### src/rtl/mod_shiftrows_seq.sv
// mod_shiftrows_seq
//   Sequential AES/Rijndael ShiftRows / InvShiftRows engine. It accepts a 4 x NB
//   state over a valid/ready handshake, rotates one row per clock and then presents
//   the result until downstream takes it. The direction is chosen per transaction.
//
// Handshake: a transfer happens on a rising edge where valid and ready are both 1.
//   The producer holds valid and data stable until that edge. Ready may be computed
//   from any signal. It never depends combinationally on valid.
//
// Ports
//   clk        rising-edge clock
//   resetn     asynchronous reset, active HIGH (1 = reset) despite the name
//   in_valid   in_state / in_inv are valid
//   in_ready   block can accept a state (IDLE only)
//   in_inv     0 = ShiftRows, 1 = InvShiftRows; sampled on accept
//   in_state   4*NB*W bits; element (r,c) at [(4*c+r)*W +: W]
//   out_valid  out_state holds the finished result
//   out_ready  downstream accepts the result
//   out_state  shifted state, same layout as in_state; driven only from the work register
//   busy       high while shifting or holding a result
module mod_shiftrows_seq #(
  parameter int NB = 4,
  parameter int W  = 8
) (
  input  logic              clk,
  input  logic              resetn,
  input  logic              in_valid,
  output logic              in_ready,
  input  logic              in_inv,
  input  logic [4*NB*W-1:0] in_state,
  output logic              out_valid,
  input  logic              out_ready,
  output logic [4*NB*W-1:0] out_state,
  output logic              busy
);

  localparam int SW = 4 * NB * W;

  if (!(NB == 4 || NB == 6 || NB == 8)) begin : g_nb_check
    $error("mod_shiftrows_seq: NB must be 4, 6 or 8");
  end

  typedef enum logic [1:0] {
    IDLE  = 2'd0,
    SHIFT = 2'd1,
    HOLD  = 2'd2
  } state_t;

  state_t          state_q, state_d;
  logic [1:0]      row_cnt_q, row_cnt_d;
  logic [SW-1:0]   work_q, work_d;
  logic            inv_q, inv_d;
  logic            out_valid_q, out_valid_d;
  logic [SW-1:0]   rot_state;

  // Rijndael row offsets. The wide block (NB = 8) uses 0,1,3,4 and the others use 0,1,2,3.
  function automatic int row_off(input int r);
    int off;
    case (r)
      0:       off = 0;
      1:       off = 1;
      2:       off = (NB == 8) ? 3 : 2;
      default: off = (NB == 8) ? 4 : 3;
    endcase
    return off;
  endfunction

  // Source column for destination column c of row r.
  function automatic int src_col(input int c, input int r, input logic inv);
    int s;
    if (inv) s = (c - row_off(r) + NB) % NB;
    else     s = (c + row_off(r)) % NB;
    return s;
  endfunction

  // The work register with only the row selected by row_cnt rotated.
  always_comb begin
    rot_state = work_q;
    for (int r = 0; r < 4; r++) begin
      if (r == int'(row_cnt_q)) begin
        for (int c = 0; c < NB; c++) begin
          rot_state[(4*c+r)*W +: W] = work_q[(4*src_col(c, r, inv_q)+r)*W +: W];
        end
      end
    end
  end

  always_comb begin
    state_d     = state_q;
    row_cnt_d   = row_cnt_q;
    work_d      = work_q;
    inv_d       = inv_q;
    out_valid_d = out_valid_q;
    case (state_q)
      IDLE: begin
        if (in_valid) begin
          work_d    = in_state;
          inv_d     = in_inv;
          row_cnt_d = 2'd0;
          state_d   = SHIFT;
        end
      end
      SHIFT: begin
        // Row 0 is an identity rotation but still takes a cycle, so the latency is fixed.
        work_d    = rot_state;
        row_cnt_d = row_cnt_q + 2'd1;
        if (row_cnt_q == 2'd3) begin
          state_d     = HOLD;
          out_valid_d = 1'b1;
        end
      end
      HOLD: begin
        if (out_ready) begin
          out_valid_d = 1'b0;
          state_d     = IDLE;
        end
      end
      default: begin
        state_d     = IDLE;
        out_valid_d = 1'b0;
      end
    endcase
  end

  always_ff @(posedge clk or posedge resetn) begin
    if (resetn) begin
      state_q     <= IDLE;
      row_cnt_q   <= 2'd0;
      work_q      <= '0;
      inv_q       <= 1'b0;
      out_valid_q <= 1'b0;
    end else begin
      state_q     <= state_d;
      row_cnt_q   <= row_cnt_d;
      work_q      <= work_d;
      inv_q       <= inv_d;
      out_valid_q <= out_valid_d;
    end
  end

  assign in_ready  = (state_q == IDLE);
  assign busy      = (state_q == SHIFT) || (state_q == HOLD);
  assign out_valid = out_valid_q;
  assign out_state = work_q;

endmodule

### config.mk
export PLATFORM = sky130hd
export DESIGN_NAME = mod_shiftrows_seq
export DESIGN_NICKNAME = d
export VERILOG_FILES = /design/src/rtl/mod_shiftrows_seq.sv
export SDC_FILE = /design/constraint.sdc
export NUM_CORES = 1
export LEC_CHECK = 0
export ABC_AREA = 0
export BUFFER_PORTS_ARGS = -buffer_cell sky130_fd_sc_hd__buf_2
export CORE_MARGIN = 4
export CORE_UTILIZATION = 56
export CTS_BUF_LIST = sky130_fd_sc_hd__clkbuf_8
export DETAILED_ROUTE_END_ITERATION = 10
export GPL_TIMING_DRIVEN = 0
export PLACE_DENSITY = 0.89
export SLEW_MARGIN = 20
export SYNTH_ARGS = -nofsm -noshare
export SYNTH_HDL_FRONTEND = slang
export SYNTH_SLANG_ARGS = --single-unit
### constraint.sdc
create_clock -name clk -period 5.25 [get_ports clk]
set_input_delay 0 -clock clk [delete_from_list [all_inputs] [get_ports clk]]
set_output_delay 0 -clock clk [all_outputs]
set_load 0.05 [all_outputs]
==> impl_metrics.csv <==
group,metric,value,unit
setup_path,r2r-start,"state_q[1]",
setup_path,cpMostUsedCell,"mux2_2",
run_status,status,"finished clean",
sta,fin_crit_sh,0.435,
detailed_routing,drcViolationCount,0,
setup_path,worstPathCellList,"inv_1 > ha_1 > buf_2 > clkbuf_1 > mux2_2 > mux2_2",
detailed_routing,vias,7136,
sta,maxSlewViolCount,0,
clocking,cts_num_sinks,134,
clocking,ctsHoldBuffers,130,
die,dieArea,14700,µm²
pwr,peakVddDrop,533,µV
setup_path,arrival,2610,ps
synth,ys_seq_area_frac,0.467,
sta,hold_viol_final,0,
detailed_routing,drt-initial-drc-count,530,
sta,fin_skew,10.0,ps
sta,timing.fmax,438,MHz
die,num_io_pins,264,
global_route,grt_pass1_vias,7667,
setup_path,critPathCaptureType,"flip-flop",
global_route,grtUsageTotal,0.362,
job,max_cap_viol_count,0,
setup_path,path_buf_inv,3,
die,start_util,0.572,
detailed_routing,ant_nets,0,
global_route,grt_max_degree,78,
detailed_routing,vias_per_cell,5.74,
sta,tightest_slew,698,ps
die,fp.coreArea,12600,µm²
synth,synth_top_area_cell,"dfrtp_1",
clocking,cts.htree.levels,4,
cells_and_area,layout.nets,1199,
setup_path,start_kind,"flip-flop",
synth,synth.top_cell.area_share,0.467,
synth,synth_cell_types,28,
cells_and_area,fillers,674,
cells_and_area,drive_gt1_frac,0.433,
detailed_routing,first_pass_iters,5,
clocking,cts_tree,"built",
sta,finalSetupViolCount,0,
global_route,antenna_found_initial,3,
die,num_rows,41,
clocking,clk_pin_slew_worst_paths,80,ps
synth,synth_cells,644,
setup_path,criticalPathCategory,"flip-flop to flip-flop",
sta,setup_tns,0,ps
synth,yosysWarningCount,0,
worst_hold_path,hold_end,"out_state[111]",
cells_and_area,mostFrequentLayoutCells,"286 x buf_2, 134 x dfrtp_1, 130 x dlygate4sd3_1, 97 x mux2_2",
placed_design,dp_hpwl,14.8,mm
setup_path,cpPeakStageDelay,550,ps
setup_path,slowest_stage,"clkbuf_1",
worst_hold_path,hp-start,"in_state[111]",
die,chipHeight,121,µm
detailed_routing,wl,26.5,mm
sta,finalCriticalPeriod,2280,ps
synth,ys_top_cells_by_area,"dfrtp_1 47%, mux2_2 15%, mux2i_1 8.9%",
worst_hold_path,min_path_cells,4,
clocking,clockRootBuffer,"clkbuf_8",
setup_path,r2r-end,"out_state[81]",
global_route,grt-ovfl-total,0,
setup_path,reg2regPathDepth,6,
synth,ys_ff_latch,134,
detailed_routing,post_drt_wl_per_cell,21.3,µm
clocking,clk_path_buf_depth,2,
setup_path,worst-r2r-setup-slack,2970,ps
setup_path,path_max_fanout,10,
synth,netlist_area,7190,µm²
clocking,numCtsBuffers,17,
cells_and_area,final_common_cell,"buf_2",
die,die_w,121,µm
sta,slew_headroom,0.534,
synth,syn_area_per_cell,11.2,µm²
cells_and_area,synthToLayoutAreaGrowth,45.5,%
pwr,power_density,757,nW/µm²
clocking,postCtsSetupBuffers,0,
clocking,clk-insertion-delay-late,440,ps
cells_and_area,fin_util,0.832,
clocking,cts.repair.resized,0,
setup_path,critPathTopFamily,"buffers and inverters",
worst_hold_path,hold_path_class,"input pin to flip-flop",
pwr,leakagePower,5.16,nW
global_route,grt_pass1_wl,41.1,mm
placed_design,gp_congestion,0.821,
setup_path,cp.required,5580,ps
placed_design,io_buffers,263,
synth,synth_nets,786,
sta,rsz0062_at_grt,"no",
==> sequential cells by signal, indices dropped and copies added, names as in the netlist <==
name       cells
out_valid      1
inv_q          1
row_cnt_q      2
out_state    128
state_q        2
==> worst max path at each step <==
stage	cells after the start	startpoint	slack, ps	to
2_1_floorplan	1	resetn	1670	inv_q
3_3_place_gp	2	resetn	20	out_state[2]
3_5_place_dp	6	state_q[1]	3110	out_state[20]
4_1_cts	7	state_q[1]	3070	out_state[26]
5_1_grt	7	state_q[1]	2900	out_state[88]
6_report	6	state_q[1]	2970	out_state[81]
==> logic make-up after synthesis <==
logic type / after synthesis / synth area share
muxes: 164 / 0.246
adders and majority gates: 9 / 0.0157
and+or+nand+nor: 148 / 0.0964
buffers and inverters: 84 / 0.0588
DFF: 134 / 0.467
AOI/OAI and AO/OA: 105 / 0.117
==> layer usage <==
| layer | vias up | global-route usage | routed length [µm] |
|---|---|---|---|
| li1 | 3060 | - | - |
| met1 | 3458 | 0.424 | 9760 |
| met2 | 504 | 0.612 | 13300 |
| met3 | 110 | 0.100 | 2340 |
| met4 | 4 | 0.174 | 1130 |
| met5 | - | 0 | 29 |
==> final cells by class <==
cell class / instances / area (µm²) / area share
multi-input cells: 426 / 3410 / 0.326
flip-flops and latches: 134 / 3350 / 0.321
repair buffers: 394 / 2650 / 0.253
clock buffers: 21 / 289 / 0.0276
plain buffers: 48 / 288 / 0.0275
well taps: 172 / 215 / 0.0206
inverters: 36 / 143 / 0.0136
clock inverters: 10 / 105 / 0.0101
diodes: 3 / 7.51 / 0.000718
==> tightest hold or removal path: stages <==
cell	delay, ps
buf_2	70
nand3b_1	100
a21oi_1	80
a211oi_2	180
==> cell usage after synthesis, drive strengths merged <==
master	n
dfrtp	134
mux2	100
mux2i	64
nor2	64
buf	38
a21oi	37
inv	36
nand2	36
nand2b	36
o21ai	34
a221oi	30
clkbuf	10
ha	9
nand3	3
nand3b	3
a211oi	2
nor2b	2
or2	2
a31oi	1
and3	1
nor3	1
o211ai	1
==> where the power goes <==
group / switching, W / internal, W
Combinational: 0.00337 / 0.00169
Sequential: 0.000464 / 0.00152
Clock: 0.000408 / 0.000464
Total: 0.00424 / 0.00367
==> metrics by stage <==
step,worst slack [ps],area [µm²],hold slack (ps),instances,power (W)
5_1_grt,2900,10500,47.5,1242,0.00824
6_report,2970,10500,43.3,1244,0.00792
3_5_place_dp,3110,8750,50.7,1080,0.00673
4_1_cts,3070,10400,10.5,1241,0.00768
2_1_floorplan,1670,7190,148,644,0.00558
3_3_place_gp,20.1,8720,238,1079,0.00661
Power figures use the tool's default switching activity.
